### src/rtl/fixed_point_pkg.sv
// rtl/fixed_point_pkg.sv - shared types and width/limit helpers for fixed-point datapath blocks
package fixed_point_pkg;

  typedef enum logic {
    RND_TRUNC   = 1'b0,
    RND_HALF_UP = 1'b1
  } round_mode_e;

  function automatic int prod_width(input int a_w, input int b_w);
    return a_w + b_w;
  endfunction

  function automatic int tree_levels(input int n);
    return (n <= 1) ? 0 : $clog2(n);
  endfunction

  function automatic int sum_width(input int a_w, input int b_w, input int n);
    return prod_width(a_w, b_w) + tree_levels(n);
  endfunction

  // Number of live nodes at adder-tree level l (level 0 = the products).
  function automatic int level_count(input int n, input int l);
    return (n + (1 << l) - 1) >> l;
  endfunction

  function automatic longint sat_max(input int w);
    return (longint'(1) <<< (w - 1)) - 1;
  endfunction

  function automatic longint sat_min(input int w);
    return -(longint'(1) <<< (w - 1));
  endfunction

endpackage

### src/rtl/fixed_point_round_sat.sv
// rtl/fixed_point_round_sat.sv - combinational round, arithmetic shift and clamp/wrap to D_WIDTH
module fixed_point_round_sat
  import fixed_point_pkg::*;
#(
  parameter int IN_WIDTH   = 34,
  parameter int E          = 14,
  parameter int D_WIDTH    = 18,
  parameter int ROUND_MODE = 0,
  parameter int SATURATE   = 1
) (
  input  logic signed [IN_WIDTH-1:0] i_data,
  output logic signed [D_WIDTH-1:0]  o_data
);

  // One guard bit so the half-up increment can never overflow.
  localparam int RW = IN_WIDTH + 1;

  logic signed [RW-1:0] w_ext;
  logic signed [RW-1:0] w_rnd;

  assign w_ext = RW'(i_data);

  if (ROUND_MODE == int'(RND_HALF_UP) && E > 0) begin : g_round
    localparam logic signed [RW-1:0] HALF = RW'(1) <<< (E - 1);
    assign w_rnd = w_ext + HALF;
  end else begin : g_trunc
    assign w_rnd = w_ext;
  end

  if (D_WIDTH >= RW || SATURATE == 0) begin : g_nosat
    assign o_data = D_WIDTH'(w_rnd >>> E);
  end else begin : g_sat
    localparam logic signed [D_WIDTH-1:0] MAXV = D_WIDTH'(sat_max(D_WIDTH));
    localparam logic signed [D_WIDTH-1:0] MINV = D_WIDTH'(sat_min(D_WIDTH));
    logic signed [RW-1:0]   w_shift;
    logic [RW-D_WIDTH:0]    w_hi;
    logic                   w_ovf;
    assign w_shift = w_rnd >>> E;
    assign w_hi    = w_shift[RW-1:D_WIDTH-1];
    assign w_ovf   = ~((&w_hi) | (~|w_hi));
    assign o_data  = !w_ovf ? w_shift[D_WIDTH-1:0] : (w_shift[RW-1] ? MINV : MAXV);
  end

endmodule

### src/rtl/fixed_point_stream_dot.sv
// rtl/fixed_point_stream_dot.sv - pipelined signed fixed-point N-lane dot product with valid/ready
module fixed_point_stream_dot
  import fixed_point_pkg::*;
#(
  parameter int N           = 3,
  parameter int A_WIDTH     = 16,
  parameter int A_FRAC_BITS = 14,
  parameter int B_WIDTH     = 16,
  parameter int B_FRAC_BITS = 14,
  parameter int P_FRAC_BITS = 14,
  parameter int D_WIDTH     = 18,
  parameter int ROUND_MODE  = 0,
  parameter int SATURATE    = 1
) (
  input  logic                      clk_in,
  input  logic                      rst_n_in,
  input  logic                      in_valid,
  output logic                      in_ready,
  input  logic [N*A_WIDTH-1:0]      in_a,
  input  logic [N*B_WIDTH-1:0]      in_b,
  output logic                      out_valid,
  input  logic                      out_ready,
  output logic signed [D_WIDTH-1:0] out_data
);

  localparam int PW = prod_width(A_WIDTH, B_WIDTH);
  localparam int L  = tree_levels(N);
  localparam int SW = sum_width(A_WIDTH, B_WIDTH, N);
  localparam int E  = A_FRAC_BITS + B_FRAC_BITS - P_FRAC_BITS;
  localparam int NV = 3 + L;

  if (N < 1 || E < 0) begin : g_param_check
    $fatal(1, "fixed_point_stream_dot: N must be >= 1 and P_FRAC_BITS <= A_FRAC_BITS + B_FRAC_BITS");
  end

  logic                      w_en;
  logic [NV-1:0]             r_vld;
  logic [N*A_WIDTH-1:0]      r_a;
  logic [N*B_WIDTH-1:0]      r_b;
  logic signed [SW-1:0]      r_tree [0:L][0:N-1];
  logic signed [D_WIDTH-1:0] w_res;
  logic signed [D_WIDTH-1:0] r_out_data;

  // Whole pipe advances in lockstep; bubbles keep their slot.
  assign w_en      = !r_vld[NV-1] || out_ready;
  assign in_ready  = w_en;
  assign out_valid = r_vld[NV-1];
  assign out_data  = r_out_data;

  always_ff @(posedge clk_in or negedge rst_n_in) begin
    if (!rst_n_in) begin
      r_vld      <= '0;
      r_a        <= '0;
      r_b        <= '0;
      r_out_data <= '0;
    end else if (w_en) begin
      r_vld      <= {r_vld[NV-2:0], in_valid};
      r_a        <= in_a;
      r_b        <= in_b;
      r_out_data <= w_res;
    end
  end

  for (genvar i = 0; i < N; i++) begin : g_mul
    logic signed [A_WIDTH-1:0] w_a;
    logic signed [B_WIDTH-1:0] w_b;
    logic signed [PW-1:0]      w_p;
    assign w_a = r_a[i*A_WIDTH +: A_WIDTH];
    assign w_b = r_b[i*B_WIDTH +: B_WIDTH];
    assign w_p = PW'(w_a) * PW'(w_b);
    always_ff @(posedge clk_in or negedge rst_n_in) begin
      if (!rst_n_in)  r_tree[0][i] <= '0;
      else if (w_en)  r_tree[0][i] <= SW'(w_p);
    end
  end

  // Sign-extended to SW from the start, so every level is lossless.
  for (genvar l = 1; l <= L; l++) begin : g_lvl
    localparam int PC = level_count(N, l - 1);
    for (genvar i = 0; i < N; i++) begin : g_node
      if (2 * i + 1 < PC) begin : g_add
        always_ff @(posedge clk_in or negedge rst_n_in) begin
          if (!rst_n_in) r_tree[l][i] <= '0;
          else if (w_en) r_tree[l][i] <= r_tree[l-1][2*i] + r_tree[l-1][2*i+1];
        end
      end else if (2 * i < PC) begin : g_pass
        always_ff @(posedge clk_in or negedge rst_n_in) begin
          if (!rst_n_in) r_tree[l][i] <= '0;
          else if (w_en) r_tree[l][i] <= r_tree[l-1][2*i];
        end
      end else begin : g_idle
        always_ff @(posedge clk_in or negedge rst_n_in) begin
          if (!rst_n_in) r_tree[l][i] <= '0;
          else if (w_en) r_tree[l][i] <= '0;
        end
      end
    end
  end

  fixed_point_round_sat #(
    .IN_WIDTH  (SW),
    .E         (E),
    .D_WIDTH   (D_WIDTH),
    .ROUND_MODE(ROUND_MODE),
    .SATURATE  (SATURATE)
  ) u_round_sat (
    .i_data(r_tree[L][0]),
    .o_data(w_res)
  );

endmodule

### config.mk
export PLATFORM = sky130hd
export DESIGN_NAME = fixed_point_stream_dot
export DESIGN_NICKNAME = d
export VERILOG_FILES = /design/src/rtl/fixed_point_pkg.sv /design/src/rtl/fixed_point_round_sat.sv /design/src/rtl/fixed_point_stream_dot.sv
export SDC_FILE = /design/constraint.sdc
export NUM_CORES = 2
export LEC_CHECK = 0
export CELL_PAD_IN_SITES_DETAIL_PLACEMENT = 1
export CELL_PAD_IN_SITES_GLOBAL_PLACEMENT = 1
export CORE_UTILIZATION = 54
export DETAILED_ROUTE_END_ITERATION = 10
export GPL_ROUTABILITY_DRIVEN = 1
export PLACE_DENSITY_LB_ADDON = 0.12
export SKIP_LAST_GASP = 1
export SYNTH_ARGS = -nofsm -noshare
export SYNTH_HDL_FRONTEND = slang
export SYNTH_SLANG_ARGS = --single-unit
### constraint.sdc
create_clock -name clk_in -period 15.47 [get_ports clk_in]
set_input_delay 2.3205 -clock clk_in [delete_from_list [all_inputs] [get_ports clk_in]]
set_output_delay 2.3205 -clock clk_in [all_outputs]
set_load 0.02 [all_outputs]
After elaboration in Yosys (flattened, before gate mapping)
Index checks and enable logic that the tools add are counted.
{"block": "totals", "ff_bits": 315, "latchBits": 0, "mem_bits_rw": 0, "rom_bits": 0, "inputBits": 100, "wordCells": 23, "n_memories": 0}
{"block": "op_classes", "add_sub_neg": 2, "n_mul": 3, "n_div": 0, "n_lt_le_gt_ge": 0, "n_eq_ne": 0, "shift": 0, "muxes": 2, "bitwise": 1, "reduce_logical": 5}
{"operator": "multiplier 16 x 16 -> 32 bit", "count": 3}
{"operator": "2-to-1 mux 18 bit", "count": 2}
{"operator": "adder 34 x 32 -> 34 bit", "count": 1}
{"operator": "adder 32 x 32 -> 33 bit", "count": 1}
{"operator": "AND reduction 3 bit", "count": 1}
{"operator": "OR reduction 3 bit", "count": 1}
{"operator": "logical NOT 1 bit", "count": 2}
{"operator": "logical OR 1 bit", "count": 1}
{"operator": "OR 1 bit", "count": 1}

Longest topological paths before layout
{"block": "logic_depth", "depth_word": 4, "mapped_depth": 25, "ltp_nobuf": 24}

Cells and area by module
From an unflattened synthesis, not the netlist that was laid out.
{"block": "unflattened", "hier_cells": 4901, "area_unflattened_um2": 44346.3}
{"module": "fixed_point_stream_dot", "n_inst": 1, "cells_each": 4841, "area_per_inst_um2": 43867.1, "seq_area_each_um2": 7857.5}
{"module": "fixed_point_round_sat", "n_inst": 1, "cells_each": 60, "area_per_inst_um2": 479.2, "seq_area_each_um2": 0.0}

Worst setup path before layout
No wires, ideal clock.
{"block": "synth_timing", "kind": "flip-flop to flip-flop", "from": "register r_a[47]", "to": "register r_tree[235] (netlist name)", "setup_ps": 137, "t_arrival_ps": 6179, "t_required_ps": 15333, "slack_ps": 9154, "path_stages_with_launch": 23, "n_path_buf": 2, "cell_sequence": "dfrtp_1 -> clkbuf_1 -> nand2_1 -> inv_1 -> fa_1 -> fa_1 -> fa_1 -> fa_1 -> fa_1 -> inv_1 -> fa_1 -> inv_1 -> ha_1 -> clkbuf_1 -> nand2_1 -> a21oi_1 -> a221oi_1 -> o22ai_1 -> a311o_1 -> a211o_1 -> a21oi_2 -> xnor2_1 -> a21oi_1"}
{"block": "synth_between", "elab_chain_len": 1}
{"item": "from (decl)", "line": "fixed_point_stream_dot.sv:38", "text": "logic [N*A_WIDTH-1:0] r_a;"}
{"item": "from (signal assigned)", "line": "fixed_point_stream_dot.sv:58", "text": "r_a <= in_a;"}
{"item": "multiplier 16 x 16 -> 32 bit", "line": "fixed_point_stream_dot.sv:70", "text": "assign w_p = PW'(w_a) * PW'(w_b);"}
No other way between the ends.
A chain may end at the register's enable or synchronous reset.

Worst setup path in the final report
{"block": "layout_timing", "from": "register r_a[31]", "to": "register r_tree[269] (netlist name)"}
{"block": "layout_between", "elab_chain_len": 1}
{"item": "multiplier 16 x 16 -> 32 bit", "line": "fixed_point_stream_dot.sv:70"}
No other way between the ends.

==> flow_summary.ini <==
[synth]
synthMuxAreaShare_pct = 0.0460
ys_types = 73
synth_area_leader_cell = fa_1
synth.avg_cell_area_sq_um = 8.99
synth_top_area_share_pct = 36.2
synth_simple_gate_area_share_pct = 17.7
synth_top_family_by_area = adder cells
synth-edff-count = 0
syn-num-nets = 6035
synth_xor_area_share_pct = 2.48
synthTopCellsByArea = fa_1, dfrtp_1, ha_1, nand2_1, inv_1
ys.flop_type = dfrtp_1
async_reset_ff_share_pct = 100
synth_area_sq_um = 43500
syn-instance-count = 4838
synth_compound_area_share_pct = 8.13
synthTopCellsByCount = nand2_1, inv_1, fa_1
synth-seq-cells = 300
yosysWarnings = 0
synthAdderAreaFrac_pct = 45.1
synth.most_common_cell = nand2_1
seq_area_frac_synth_pct = 17.3

[sta]
worst_slew_pin_slew_ps = 1080
fin_setup_tns_ps = 0
final_hold_viol_count = 0
fin_ws_ps = 8470
finalCriticalPeriod_ps = 7000
relSlewSlack_pct = 28.0
fmax_ghz = 0.143
period_share_pct = 45.2
rsz0062_at_grt = false
fin_skew_ps = 38.2
setup_viol = 0
report.final.slew_viol_count = 0

[clocking]
cts_made_buffers = 40
cts_tree = built
htree_num_levels = 2
clk_path_buf_depth = 3
post_cts_resize_count = 0
ctsHoldBuffers = 0
clk_pin_slew_ps = 60
cts_setup_buffers = 0
cts.sinks = 300
clk_latency_ps = 610
root_buffer = clkbuf_16

[global_route]
grt_pass1_vias = 37700
grt_usage_pct = 30.8
antenna_found_initial = 0
grt_pass1_wl_um = 198000
grt_overflow = 0
grt_start_max_net_pins = 166

[floorplanning]
rows = 103
die_h_um = 286
ioPinCount = 120
core_sq_um = 79400
chipWidth_um = 286
initial_core_util_pct = 54.8
die_area_sq_um = 81700

[setup_path]
critPathMaxFanout = 17
worstPathArrival_ps = 7450
start_kind = register
required_ps = 15920
crit_type = register to register
cp-end-kind = register

[placed_design]
place_area_sq_um = 45400
place.port_buffers = 119
place_hpwl_um = 94000
placed_cells = 5827
finalWeightedCongestion = 0.899
place_ws_ps = 8470

[cells_and_area]
syn2layout_area_growth_pct = 7.49
finalNonFillerCells = 5902
nFillCells = 9221
drive_above_1_share_pct = 2.12
finalNetCount = 6016
final_area_sq_um = 46700

[outcome]
status = finished, final reports clean

[routing]
route.vias.total = 32800
drt_first_pass_iters = 5
final_antenna_net_count = 0
avgViaCountPerCell = 5.56
drtIter0Drc = 1597
drt-total-wl_um = 119000
drcViolationCount = 0
routedWlPerCell_um = 20.2

[flow_run]
drv_cap = 0

[min_path]
hp-class = register to register
-- worst max-delay path: stages (launching register included) --
cell and delay, ps:
dfrtp_1 740, nand2_1 200, inv_1 160, fa_1 580, fa_1 920, fa_1 560, fa_1 540, fa_1 500
inv_1 50, fa_1 470, inv_1 40, ha_1 330, a21o_1 200, a21o_1 170, a21oi_1 150, o21ai_1 110
o41a_1 440, a211o_1 290, a21oi_2 150, xnor2_1 150, a21oi_1 100
-- placed cells by master, fill, tap and decap left out, types with 68 or more instances in the layout --
| cell | Yosys | routed |
|---|---|---|
| a21o_1 | 68 | 68 |
| a21oi_1 | 167 | 167 |
| and2_1 | 366 | 366 |
| clkdlybuf4s50_1 | 0 | 118 |
| dfrtp_1 | 300 | 300 |
| fa_1 | 787 | 787 |
| ha_1 | 310 | 310 |
| inv_1 | 877 | 876 |
| nand2_1 | 935 | 935 |
| nor2_1 | 213 | 213 |
| o21ai_0 | 99 | 99 |
| xnor2_1 | 84 | 84 |
-- state kept, by name, summed over array words and instances (netlist names) --
name      cells
out_data     18
r_a          48
r_vld         5
r_b          48
r_tree      181
-- per-layer routing --
| layer | part of all wire [%] | track usage, % | routed length [um] |
|---|---|---|---|
| met1 | 40 | 36.8 | 47400 |
| met2 | 52 | 56.3 | 62100 |
| met3 | 3.4 | 3.36 | 4030 |
| met4 | 4.5 | 12.7 | 5400 |
| met5 | 0 | 0 | 0 |
-- metrics by stage --
stage / utilization [%] / hold slack (ps)
after detailed placement: 57.2 / 463
final: 58.9 / 474
after floorplan: - / 430
after CTS: 58.9 / 475
after global placement: 57.2 / 453
after global routing: 58.9 / 499
-- cell type report --
type	count	area [sq um]	area share, %
sequential	300	7510	16.1
clock buffer	52	1130	2.41
antenna	1	2.50	0.00535
inverter	877	3300	7.06
clock inverter	22	210	0.450
timing repair buffer	134	1330	2.85
tap	1050	1310	2.81
multi-input combinational	3466	32000	68.4
-- cells by family (layout without fill, tap and decap cells) --
| logic type | count (synthesis) | count (layout) |
|---|---|---|
| other | 0 | 1 |
| adder cells (fa/ha/maj) | 1097 | 1097 |
| flip-flops | 300 | 300 |
| XOR/XNOR | 123 | 123 |
| multiplexers | 2 | 2 |
| buffers and inverters | 1072 | 1085 |
| AND/OR/NAND/NOR | 1688 | 1688 |
| AO/OA/AOI/OAI | 556 | 556 |
-- path summary, 6_finish.rpt --
kind | start | endpoint | cells past startpoint | slack (ps)
max | r_a[31] | r_tree[269] | 20 | 8470
min | r_tree[204] | r_tree[136] | 2 | 470
max reg2reg | r_a[31] | r_tree[269] | 20 | 8470
min reg2reg | r_tree[204] | r_tree[136] | 2 | 470
max in group asynchronous | rst_n_in | r_b[5] | 4 | 10940
min in group asynchronous | rst_n_in | r_b[38] | 1 | 1650
Power is left out: the tool's default activity adds up to more than one toggle a clock period on the data nets, which glitch-free logic cannot reach.
